File: config.mk
export PLATFORM = sky130hd
export DESIGN_NAME = cpu_datapath
export DESIGN_NICKNAME = d
export VERILOG_FILES = /design/src/rtl/cpu_pkg.sv /design/src/rtl/cpu_alu.sv /design/src/rtl/cpu_datapath.sv
export SDC_FILE = /design/constraint.sdc
export NUM_CORES = 1
export LEC_CHECK = 0
export CAP_MARGIN = 20
export CORE_MARGIN = 2
export CORE_UTILIZATION = 50
export CTS_CLUSTER_SIZE = 16
export DETAILED_ROUTE_END_ITERATION = 10
export MAX_ROUTING_LAYER = met4
export PLACE_DENSITY_LB_ADDON = 0.05
export SYNTH_ARGS = -nofsm -noshare
export SYNTH_HDL_FRONTEND = slang
export SYNTH_SLANG_ARGS = --single-unit
File: constraint.sdc
create_clock -name clk -period 9.7 [get_ports clk]
set_input_delay 1.94 -clock clk [delete_from_list [all_inputs] [get_ports clk]]
set_output_delay 1.94 -clock clk [all_outputs]
set_load 0.02 [all_outputs]
File: src/rtl/cpu_pkg.sv
// Shared definitions for the accumulator CPU: ALU operation codes, instruction
// field layout and the opcode values the controller decodes.
package cpu_pkg;

    localparam int OPC_W   = 5;
    localparam int OPC_HI  = 15;
    localparam int OPC_LO  = 11;
    localparam int DST_BIT = 10;
    localparam int ADDR_HI = 9;
    localparam int ADDR_LO = 0;

    localparam logic [3:0] ALU_ADD  = 4'd0;
    localparam logic [3:0] ALU_SUB  = 4'd1;
    localparam logic [3:0] ALU_AND  = 4'd2;
    localparam logic [3:0] ALU_OR   = 4'd3;
    localparam logic [3:0] ALU_XOR  = 4'd4;
    localparam logic [3:0] ALU_NOT  = 4'd5;
    localparam logic [3:0] ALU_INC  = 4'd6;
    localparam logic [3:0] ALU_DEC  = 4'd7;
    localparam logic [3:0] ALU_PASB = 4'd8;
    localparam logic [3:0] ALU_PASA = 4'd9;
    localparam logic [3:0] ALU_SHL  = 4'd10;
    localparam logic [3:0] ALU_SHR  = 4'd11;

    localparam logic [OPC_W-1:0] OPC_NOP = 5'd0;
    localparam logic [OPC_W-1:0] OPC_LDA = 5'd1;
    localparam logic [OPC_W-1:0] OPC_STA = 5'd2;
    localparam logic [OPC_W-1:0] OPC_ADD = 5'd3;
    localparam logic [OPC_W-1:0] OPC_SUB = 5'd4;
    localparam logic [OPC_W-1:0] OPC_AND = 5'd5;
    localparam logic [OPC_W-1:0] OPC_OR  = 5'd6;
    localparam logic [OPC_W-1:0] OPC_JMP = 5'd9;
    localparam logic [OPC_W-1:0] OPC_JZ  = 5'd10;
    localparam logic [OPC_W-1:0] OPC_JC  = 5'd11;
    localparam logic [OPC_W-1:0] OPC_HLT = 5'd31;

endpackage

File: src/rtl/cpu_alu.sv
// Combinational ALU: result/carry/zero for A op B.
// DP_OVF_FLAG_EN adds the signed-overflow output ovf.
module cpu_alu
    import cpu_pkg::*;
#(
    parameter int DATA_W = 16
) (
    input  logic [DATA_W-1:0] a,
    input  logic [DATA_W-1:0] b,
    input  logic [3:0]        op,
    output logic [DATA_W-1:0] result,
    output logic              carry,
`ifdef DP_OVF_FLAG_EN
    output logic              ovf,
`endif
    output logic              zero
);

    localparam int M = DATA_W - 1;

    logic [DATA_W:0] sum;

    always_comb begin
        sum    = '0;
        result = a;
        carry  = 1'b0;
        unique case (op)
            ALU_ADD: begin
                sum    = {1'b0, a} + {1'b0, b};
                result = sum[M:0];
                carry  = sum[DATA_W];
            end
            // Top bit of the widened difference is the borrow
            ALU_SUB: begin
                sum    = {1'b0, a} - {1'b0, b};
                result = sum[M:0];
                carry  = sum[DATA_W];
            end
            ALU_AND:  result = a & b;
            ALU_OR:   result = a | b;
            ALU_XOR:  result = a ^ b;
            ALU_NOT:  result = ~a;
            ALU_INC: begin
                sum    = {1'b0, a} + (DATA_W+1)'(1);
                result = sum[M:0];
                carry  = sum[DATA_W];
            end
            ALU_DEC: begin
                sum    = {1'b0, a} - (DATA_W+1)'(1);
                result = sum[M:0];
                carry  = sum[DATA_W];
            end
            ALU_PASB: result = b;
            ALU_SHL: begin
                result = {a[M-1:0], 1'b0};
                carry  = a[M];
            end
            ALU_SHR: begin
                result = {1'b0, a[M:1]};
                carry  = a[0];
            end
            default:  result = a;
        endcase
    end

    assign zero = (result == '0);

`ifdef DP_OVF_FLAG_EN
    always_comb begin
        ovf = 1'b0;
        unique case (op)
            ALU_ADD: ovf = (a[M] == b[M]) && (result[M] != a[M]);
            ALU_SUB: ovf = (a[M] != b[M]) && (result[M] != a[M]);
            ALU_INC: ovf = ~a[M] & result[M];
            ALU_DEC: ovf = a[M] & ~result[M];
            default: ovf = 1'b0;
        endcase
    end
`endif

endmodule

File: src/rtl/cpu_datapath.sv
// Accumulator CPU datapath: PC/IR/MDR/A/ALU_OUT/flags plus a registered RAM port.
// DP_OVF_FLAG_EN adds the overflowFlag output latched alongside carry/zero.
module cpu_datapath
    import cpu_pkg::*;
#(
    parameter int DATA_W = 16,
    parameter int ADDR_W = 10,
    parameter int RD_LAT = 1
) (
    input  logic              clk,
    input  logic              Reset_in,
    input  logic              ALU_MUX,
    input  logic [3:0]        ALU_OP,
    input  logic              ALU_EN,
    input  logic              PC_INC,
    input  logic              PC_LOAD,
    input  logic              IR_WR_SIGNAL,
    input  logic              RAM_RD,
    input  logic              RAM_WR,
    input  logic              RAM_MUX,
    input  logic              FLAG_WR_SIGNAL,
    input  logic              MDR_WR_SIGNAL,
    input  logic              A_WR_SIGNAL,
    output logic [4:0]        opcode,
    output logic              Distination,
    output logic              carryFlag,
    output logic              zeroFlag,
`ifdef DP_OVF_FLAG_EN
    output logic              overflowFlag,
`endif
    output logic [ADDR_W-1:0] mem_addr,
    output logic              mem_rd,
    output logic              mem_wr,
    output logic [DATA_W-1:0] mem_wdata,
    input  logic [DATA_W-1:0] mem_rdata,
    output logic              rdata_valid
);

    logic [ADDR_W-1:0] pc_q, pc_d, mem_addr_q, mem_addr_d;
    logic [DATA_W-1:0] ir_q, ir_d, mdr_q, mdr_d, a_q, a_d;
    logic [DATA_W-1:0] alu_out_q, alu_out_d, mem_wdata_q, mem_wdata_d;
    logic              carry_q, carry_d, zero_q, zero_d;
    logic              mem_rd_q, mem_rd_d, mem_wr_q, mem_wr_d;
    logic [RD_LAT-1:0] rd_sr_q, rd_sr_d;

    logic [DATA_W-1:0] alu_b, alu_res;
    logic              alu_carry, alu_zero;
`ifdef DP_OVF_FLAG_EN
    logic              ovf_q, ovf_d, alu_ovf;
`endif

    assign alu_b = ALU_MUX ? DATA_W'(ir_q[ADDR_W-1:0]) : mdr_q;

    cpu_alu #(.DATA_W(DATA_W)) u_alu (
        .a      (a_q),
        .b      (alu_b),
        .op     (ALU_OP),
        .result (alu_res),
        .carry  (alu_carry),
`ifdef DP_OVF_FLAG_EN
        .ovf    (alu_ovf),
`endif
        .zero   (alu_zero)
    );

    always_comb begin
        pc_d = pc_q;
        if (PC_LOAD)     pc_d = ir_q[ADDR_W-1:0];
        else if (PC_INC) pc_d = pc_q + ADDR_W'(1);
        ir_d      = IR_WR_SIGNAL  ? mem_rdata : ir_q;
        mdr_d     = MDR_WR_SIGNAL ? mem_rdata : mdr_q;
        a_d       = A_WR_SIGNAL   ? alu_out_q : a_q;
        alu_out_d = ALU_EN        ? alu_res   : alu_out_q;
        carry_d   = FLAG_WR_SIGNAL ? alu_carry : carry_q;
        zero_d    = FLAG_WR_SIGNAL ? alu_zero  : zero_q;
`ifdef DP_OVF_FLAG_EN
        ovf_d     = FLAG_WR_SIGNAL ? alu_ovf   : ovf_q;
`endif
        // A write request suppresses a simultaneous read
        mem_wr_d    = RAM_WR;
        mem_rd_d    = RAM_RD & ~RAM_WR;
        mem_addr_d  = (RAM_RD | RAM_WR) ? (RAM_MUX ? ir_q[ADDR_W-1:0] : pc_q) : mem_addr_q;
        mem_wdata_d = RAM_WR ? alu_out_q : mem_wdata_q;
        rd_sr_d     = RD_LAT'({rd_sr_q, mem_rd_q});
    end

    always_ff @(posedge clk) begin
        if (Reset_in) begin
            pc_q        <= '0;
            ir_q        <= '0;
            mdr_q       <= '0;
            a_q         <= '0;
            alu_out_q   <= '0;
            carry_q     <= 1'b0;
            zero_q      <= 1'b0;
            mem_addr_q  <= '0;
            mem_rd_q    <= 1'b0;
            mem_wr_q    <= 1'b0;
            mem_wdata_q <= '0;
            rd_sr_q     <= '0;
`ifdef DP_OVF_FLAG_EN
            ovf_q       <= 1'b0;
`endif
        end else begin
            pc_q        <= pc_d;
            ir_q        <= ir_d;
            mdr_q       <= mdr_d;
            a_q         <= a_d;
            alu_out_q   <= alu_out_d;
            carry_q     <= carry_d;
            zero_q      <= zero_d;
            mem_addr_q  <= mem_addr_d;
            mem_rd_q    <= mem_rd_d;
            mem_wr_q    <= mem_wr_d;
            mem_wdata_q <= mem_wdata_d;
            rd_sr_q     <= rd_sr_d;
`ifdef DP_OVF_FLAG_EN
            ovf_q       <= ovf_d;
`endif
        end
    end

    assign opcode      = ir_q[DATA_W-1 -: OPC_W];
    assign Distination = ir_q[DATA_W-1-OPC_W];
    assign carryFlag   = carry_q;
    assign zeroFlag    = zero_q;
`ifdef DP_OVF_FLAG_EN
    assign overflowFlag = ovf_q;
`endif
    assign mem_addr    = mem_addr_q;
    assign mem_rd      = mem_rd_q;
    assign mem_wr      = mem_wr_q;
    assign mem_wdata   = mem_wdata_q;
    assign rdata_valid = rd_sr_q[RD_LAT-1];

endmodule

After elaboration in Yosys (flattened, before gate mapping)
Cells that the tools add are included.

Register bits: 105. Input bits: 33. Output and inout bits: 37. Logic and storage cells: 43.

Add/sub/neg operators: 5. Eq/ne operators: 10. Muxes and demuxes: 6. Bitwise logic cells: 7. Reduce and logical (&&, ||, !) cells: 3.

Operator list (number): $pmux 16 s11 (1); $mux 10 (3); $add 16x1->17 const B (1); $add 16x16->17 (1); $sub 16x1->17 const B (1); $sub 16x16->17 (1); $and 16x16->16 (1); $eq 4x3->1 const B (4); $logic_not 16->1 (1); $mux 16 (1); $not 16->16 (1); $or 16x16->16 (1); $xor 16x16->16 (1); $eq 4x4->1 const B (3); $add 10x1->10 const B (1); $eq 4x2->1 const B (2); $pmux 1 s6 (1); $eq 4x1->1 const B (1); $logic_not 4->1 (1); $reduce_bool 2->1 (1); $and 1x1->1 (1); $not 1->1 (1); $or 1x1->1 (1).

Longest topological paths before layout
Gate-level depths: netlist of run 1.

Depth after elaboration: 4. Mapped depth: 16. Depth with buffers taken out: 14.

Modules after synthesis
From an unflattened synthesis of run 1, not the netlist that was laid out.

Cells, all modules: 1062. Area, all modules: 8440.6 µm².

Modules (own cells, without submodules): cpu_alu (instances 1, cells an instance 654, area an instance 4305.4 µm², sequential area each 0.0 µm²); cpu_datapath (instances 1, cells an instance 408, area an instance 4135.2 µm², sequential area each 2102.0 µm²).

Least setup slack after synthesis of run 1
OpenSTA, ideal clock, no wires.

Path type: input port to flip-flop. Start: in ALU_MUX. End: reg zero_q, in the netlist zeroFlag. Library setup time: 0.057 ns. Data arrival time: 5.569 ns. Required time: 9.643 ns. Path slack: 4.074 ns. Stages: 16. Path buffers: 2. Cells stage by stage: clkbuf_1 > buf_2 > mux2i_1 > inv_1 > ha_1 > fa_1 > o21bai_1 > nand4_1 > a2111oi_0 > o31ai_1 > xnor2_1 > a22oi_1 > nand2_1 > or4_1 > nor4_2 > a21o_1.

Word-level cells in the longest chain between the ends: 4. Elaborated cells between the ends (all ways): 8. Classes of those cells: add/sub (2); mux (2); bitwise (3); reduce/logical (1).

RTL lines: start, declared (RTL line cpu_datapath.sv:12) `input logic ALU_MUX,`; $mux 16 (*) (RTL line cpu_datapath.sv:52) `assign alu_b = ALU_MUX ? DATA_W'(ir_q[ADDR_W-1:0]) : mdr_q;`; $sub 16x16->17, or another cell as far along (RTL line cpu_alu.sv:35) `sum = {1'b0, a} - {1'b0, b};`; $pmux 16 s11 (*) (RTL line cpu_alu.sv:27) `unique case (op)`; $logic_not 16->1 (*) (RTL line cpu_alu.sv:66) `assign zero = (result == '0);`; end signal, assigned (RTL line cpu_datapath.sv:111) `zero_q <= zero_d;`; end, declared (RTL line cpu_datapath.sv:42) `logic carry_q, carry_d, zero_q, zero_d;`.

Every way passes the cells marked *; elsewhere a longest branch is shown, timed or not. A chain may end at the register's enable or synchronous reset.

Worst setup path in the final report of run 1
Ends and elaborated chain as after synthesis.

==> impl_metrics.tcl, run 1 <==
set metrics [dict create \
    fp.dieW_um 134 \
    drc_errors 0 \
    p_int_mw 0.771 \
    period_needed_ns 6.44 \
    synth_xor_area_share_pct 3.02 \
    fp-row-count 47 \
    final.fill_count 1584 \
    cts_htree_levels 3 \
    max_freq_mhz 155 \
    slew_viol_final 0 \
    crit_slowest_cell "clkdlybuf4s50_1" \
    fp.dieArea_um2 17900 \
    synth-edff-count 0 \
    grt_antenna_before_repair 0 \
    cts_buffers 9 \
    drtAntennaViolNets 0 \
    fin_ws_ns 3.26 \
    p_per_area_nw_per_um2 125 \
    dr.pass1.iters 7 \
    nets 1170 \
    rsz0062_at_grt "no" \
    syn-cell-area_um2 8410 \
    grt_pass1_wl_mm 42.9 \
    critPathTopFamily "compound AO/OA/AOI/OAI gates" \
    port_buffers 69 \
    yosysWarnings 0 \
    yosysUniqueCellTypes 82 \
    clkPwrFrac_pct 31.5 \
    diodes 0 \
    place_inst 1281 \
    via_per_inst 6.32 \
    routed_wl_mm 27.9 \
    comb_power_share_pct 27.2 \
    p_sw_mw 0.400 \
    cp-start-kind "input pin" \
    vias 8203 \
    start_util_pct 50.9 \
    cts.sinks 105 \
    setup_viol 0 \
    post_route_cells_drive_above_1_share_pct 4.83 \
    die_y_um 134 \
    cts.clk_slew.worst_paths_ns 0.08 \
    timing.final.crit_share_pct 66.4 \
    root_buffer "clkbuf_16" \
    finalHoldViolations 0 \
    cts_max_path_buffers 2 \
    synth-main-ff-cell "dfxtp_1" \
    synth_compound_area_share_pct 22.6 \
    postCtsSetupBuffers 0 \
    slowest_delay_ns 0.95 \
    synth.mux.area_fraction_pct 12.1 \
    drt_iter0_drc 1013 \
    clk-insertion-delay-late_ns 0.36 \
    io_pins 70 \
    holdBufCountCts 0 \
    cp_data_arrival_time_ns 6.74 \
    synth_cells 1067 \
    path_cells "clkdlybuf4s50_1 > mux2i_1 > inv_1 > fa_1 > o21bai_1 > nand4_1 > a2111oi_0 > o31ai_1 > xnor2_1 > a22oi_1 > nand2_1 > or4_1 > nor4_2 > a21o_1" \
    yosys.area_share.adder_pct 9.85 \
    fin_cells 1297 \
    wl_per_cell_um 21.5 \
    p_seq_share_pct 41.3 \
    cp-end-kind "flip-flop" \
    area_delta_synth_final_pct 11.8 \
    synth_nets 1165 \
    grtUsageTotal_pct 31.9 \
    p_leak_nw 3.84 \
    setup_tns_ns 0 \
    grt_pass1_vias 7427 \
    cts_tree "done" \
    worst_pin_slew_ns 1.11 \
    slew_headroom_pct 24.4 \
    synth_top_family_by_area "compound AO/OA/AOI/OAI gates" \
    synth_simple_gate_area_share_pct 20.8 \
    yosysSeqAreaShare_pct 25.0 \
    grt_max_degree 67 \
    status "finished clean" \
    pre_cts_ws_ns 2.94 \
    avgSynthCellArea_um2 7.88 \
    grt-ovfl-total 0 \
    dpl.hpwl_mm 20.5 \
    cts_resized 0 \
    synthArstFlopShare_pct 0 \
    globalplace.congestion 0.985 \
    ir_worst_vdd_uv 168 \
    required_ns 10.00 \
    worstSetupPathType "input pin to flip-flop" \
    hp-class "flip-flop to flip-flop" \
    synth-seq-cells 105 \
    coreArea_um2 16500 \
    holdWs_ns 0.483 \
    path_buf_inv 2 \
    p_sw_share_pct 34.2 \
    clock-skew-final_ns 0.0157 \
    cap_violations 0 \
    critPathMaxFanout 16 \
]
cell families after synthesis:
group           Yosys count
simple gates            357
compound gates          275
buf+inv                 135
flops                   105
mux                     101
fa+ha+maj                65
xor+xnor                 29
sequential cells by signal, summed over array words and instances, names as in the netlist:
register     flops
mem_addr        10
mem_rd           1
carryFlag        1
rdata_valid      1
mdr_q           16
pc_q            10
mem_wdata       16
alu_out_q       16
ir_q            16
zeroFlag         1
mem_wr           1
a_q             16
worst register-to-register path: cells and delay by family (launching register included):
kind	cells	cell delay (ns)
AO/OA/AOI/OAI	5	1.63
AND/OR/NAND/NOR	4	0.90
adder cells (fa/ha/maj)	2	0.70
flip-flops	1	0.65
buffers and inverters	1	0.27
XOR/XNOR	1	0.18
layout make-up:
class / count / area (um^2) / share of cell area (%)
Multi-Input combinational cell: 827 / 5770 / 61.4
Clock inverter: 6 / 65.1 / 0.692
Timing Repair Buffer: 80 / 766 / 8.15
Tap cell: 220 / 275 / 2.93
Inverter: 49 / 184 / 1.96
Clock buffer: 10 / 239 / 2.54
Sequential cell: 105 / 2100 / 22.4
cell usage in the layout (no fill, tap or decap), drive strengths merged, types with 6 or more instances in the layout:
master	count
a22oi	12
o211ai	13
mux2	6
and4	6
nor2b	21
o31ai	7
nor4	8
o21bai	6
and2	7
or3	6
nor3	27
ha	63
nand2	50
o21ai	41
a21oi	57
dfxtp	105
a211oi	27
inv	51
a31oi	20
nand3	24
o221ai	7
a21o	12
clkdlybuf4s50	67
a2111oi	8
buf	13
o22ai	12
xor2	9
nor2	158
mux2i	95
clkbuf	10
nand4	8
nand2b	15
and3	6
xnor2	20
synth_stat cells, types with 5 or more instances:
master | n | area, um^2
a2111oi_0 | 7 | 61.3
a211oi_1 | 26 | 195
a21o_1 | 12 | 90.1
a21oi_1 | 56 | 280
a221oi_1 | 5 | 43.8
a22oi_1 | 12 | 90.1
a31oi_1 | 20 | 125
a32oi_1 | 5 | 43.8
and2_1 | 7 | 43.8
and3_1 | 6 | 37.5
and4_1 | 6 | 52.6
buf_1 | 6 | 22.5
buf_2 | 22 | 110
buf_4 | 5 | 37.5
clkbuf_1 | 53 | 199
dfxtp_1 | 105 | 2100
ha_1 | 63 | 788
inv_1 | 46 | 173
mux2_2 | 6 | 67.6
mux2i_1 | 95 | 951
nand2_1 | 50 | 188
nand2b_1 | 15 | 93.8
nand3_1 | 24 | 120
nand4_1 | 8 | 50.1
nor2_1 | 158 | 593
nor2b_1 | 21 | 131
nor3_1 | 25 | 125
nor4_1 | 6 | 37.5
o211ai_1 | 13 | 97.6
o21ai_0 | 36 | 180
o21bai_1 | 6 | 45.0
o221ai_1 | 7 | 61.3
o22ai_1 | 12 | 75.1
o31ai_1 | 7 | 52.6
o32a_1 | 5 | 50.1
xnor2_1 | 20 | 175
xor2_1 | 9 | 78.8
layer usage:
| layer | vias up | GRT usage (%) | part of all wire, % |
|---|---|---|---|
| met4 | 0 | 13.1 | 4.0 |
| li1 | 3860 | - | - |
| met5 | - | - | 0 |
| met1 | 3802 | 46.8 | 46 |
| met3 | 64 | 6.16 | 9.7 |
| met2 | 477 | 42.2 | 40 |
path summary, 6_finish.rpt:
| kind | startpoint | to | slack, ns | cells past startpoint |
|---|---|---|---|---|
| worst min-delay path | mem_rd | rdata_valid | 0.48 | 1 |
| worst max-delay path | ALU_MUX | zeroFlag | 3.26 | 14 |
| worst min register to register | mem_rd | rdata_valid | 0.48 | 1 |
| worst max register to register | a_q[0] | zeroFlag | 5.30 | 13 |
power by group through the flow:
stage / Clock (mW) / Sequential, mW / Combinational [mW]
5_1_grt: 0.397 / 0.486 / 0.344
3_5_place_dp: 0 / 0.492 / 0.309
2_1_floorplan: 0 / 0.485 / 0.219
6_report: 0.369 / 0.483 / 0.319
3_3_place_gp: 0 / 0.492 / 0.311
4_1_cts: 0.380 / 0.482 / 0.311
stage by stage:
step	utilization [%]	power (mW)	area, um^2
after floorplan	-	0.703	8410
after global placement	55.0	0.803	9090
after detailed placement	55.0	0.801	9090
after CTS	56.9	1.17	9400
after global routing	56.9	1.23	9400
final	56.9	1.17	9400
Note: power is estimated with default switching activity, not from simulation.
==> run 2: changes to the inputs <==
clock period = 6.5 ns   (was 9.7 ns; I/O delays follow)
==> impl_metrics.tcl, run 2 (synthesized netlist as in run 1, its figures left out) <==
set metrics [dict create \
    clock-skew-final_ns 0.0136 \
    cts.clk_slew.worst_paths_ns 0.07 \
    coreArea_um2 16500 \
    die_y_um 134 \
    cp-end-kind "flip-flop" \
    cp-start-kind "input pin" \
    status "finished clean" \
    post_route_cells_drive_above_1_share_pct 5.44 \
    path_buf_inv 2 \
    worst_pin_slew_ns 0.986 \
    grtUsageTotal_pct 34.3 \
    critPathMaxFanout 5 \
    via_per_inst 6.37 \
    slowest_delay_ns 0.73 \
    grt_antenna_before_repair 0 \
    dpl.hpwl_mm 22.0 \
    p_sw_mw 0.601 \
    dr.pass1.iters 6 \
    final_common_cell "nor2_1" \
    p_per_area_nw_per_um2 184 \
    fp-row-count 47 \
    final.fill_count 1603 \
    stdcell_area_um2 9450 \
    critPathTopFamily "compound AO/OA/AOI/OAI gates" \
    p_seq_share_pct 41.3 \
    worstSetupPathType "input pin to flip-flop" \
    period_needed_ns 5.68 \
    grt-ovfl-total 0 \
    wl_per_cell_um 22.6 \
    postCtsSetupBuffers 0 \
    cp_data_arrival_time_ns 5.98 \
    fp.dieW_um 134 \
    fp.dieArea_um2 17900 \
    comb_power_share_pct 28.1 \
    crit_slowest_cell "a2111oi_0" \
    p_leak_nw 3.87 \
    setup_tns_ns 0 \
    rsz0062_at_grt "no" \
    slew_viol_final 0 \
    cts_buffers 9 \
    p_total_mw 1.74 \
    path_cells "clkdlybuf4s50_1 > mux2i_1 > inv_1 > ha_1 > fa_1 > o21bai_1 > nand4_1 > a2111oi_0 > o31ai_1 > xnor2_1 > a22oi_1 > nand2_1 > or4_1 > nor4_2 > a21o_1" \
    grt_pass1_wl_mm 45.9 \
    fin_cells 1305 \
    grt_max_degree 92 \
    cts_max_path_buffers 2 \
    max_freq_mhz 176 \
    grt_pass1_vias 7804 \
    area_delta_synth_final_pct 12.4 \
    multiInputGateArea_um2 5760 \
    seq_area_um2 2100 \
    nets 1178 \
    io_pins 70 \
    start_util_pct 50.9 \
    required_ns 6.80 \
    cts_tree "done" \
    holdBufCountCts 0 \
    p_int_mw 1.14 \
    place_inst 1288 \
    ir_worst_vdd_uv 196 \
    globalplace.congestion 1.04 \
    timing.final.crit_share_pct 87.4 \
    hp-class "flip-flop to flip-flop" \
    drtAntennaViolNets 0 \
    diodes 0 \
    cts_htree_levels 3 \
    dpl_cell_area_um2 9150 \
    clk-insertion-delay-late_ns 0.36 \
    drt_iter0_drc 992 \
    finalHoldViolations 0 \
    cts.sinks 105 \
    slew_headroom_pct 34.1 \
    cap_violations 0 \
    cts_resized 0 \
    drc_errors 0 \
    root_buffer "clkbuf_16" \
    port_buffers 69 \
    vias 8311 \
    clkPwrFrac_pct 30.7 \
    final_cell_mix "158 x nor2_1, 105 x dfxtp_1, 95 x mux2i_1" \
    p_sw_share_pct 34.5 \
    routed_wl_mm 29.5 \
    setup_viol 0 \
]
-- run 2: cell types whose count changed in the layout (fill, tap and decap cells not counted), sizes merged --
cell / delta
buf: +8
clkinv: -1
clkinvlp: +1
-- run 2: power groups by stage --
| stage | Sequential [mW] | Combinational [mW] | Clock (mW) |
|---|---|---|---|
| 2_1_floorplan | 0.723 | 0.326 | 0 |
| 3_3_place_gp | 0.733 | 0.476 | 0 |
| 3_5_place_dp | 0.733 | 0.475 | 0 |
| 4_1_cts | 0.719 | 0.478 | 0.553 |
| 5_1_grt | 0.724 | 0.530 | 0.573 |
| 6_report | 0.720 | 0.489 | 0.535 |
-- run 2: final cells by class --
class | count | share of cell area [%]
multi-input cells | 827 | 60.9
flip-flops and latches | 105 | 22.2
repair buffers | 88 | 8.95
well taps | 220 | 2.91
clock buffers | 10 | 2.42
inverters | 49 | 1.95
clock inverters | 6 | 0.622
-- run 2: layer usage --
layer  share of wire (%)  GRT usage [%]  vias up
li1                    -              -     3884
met1                  45           47.3     3925
met2                  43           49.1      432
met3                 8.6           6.28       70
met4                 3.5           14.7        0
met5                   0              -        -
-- run 2: stage by stage --
stage	hold WS [ns]	setup WS, ns	utilization (%)
5_1_grt	0.494	0.584	57.2
3_5_place_dp	0.472	0.549	55.4
2_1_floorplan	0.456	1.51	-
3_3_place_gp	0.460	0.674	55.4
4_1_cts	0.480	0.882	57.1
6_report	0.479	0.817	57.2
-- run 2: final timing paths --
check           from     endpoint  slack (ns)  cells after the start
max          ALU_MUX     zeroFlag        0.82                     15
min           mem_rd  rdata_valid        0.48                      1
max reg2reg   a_q[0]     zeroFlag        2.13                     13
min reg2reg   mem_rd  rdata_valid        0.48                      1
==> run 3: changes to the inputs <==
GPL_TIMING_DRIVEN = 1   (was default)
TNS_END_PERCENT = 30   (was default)
==> results of run 3 <==
No change in the layout: final DEF, timing and power equal those of run 2.
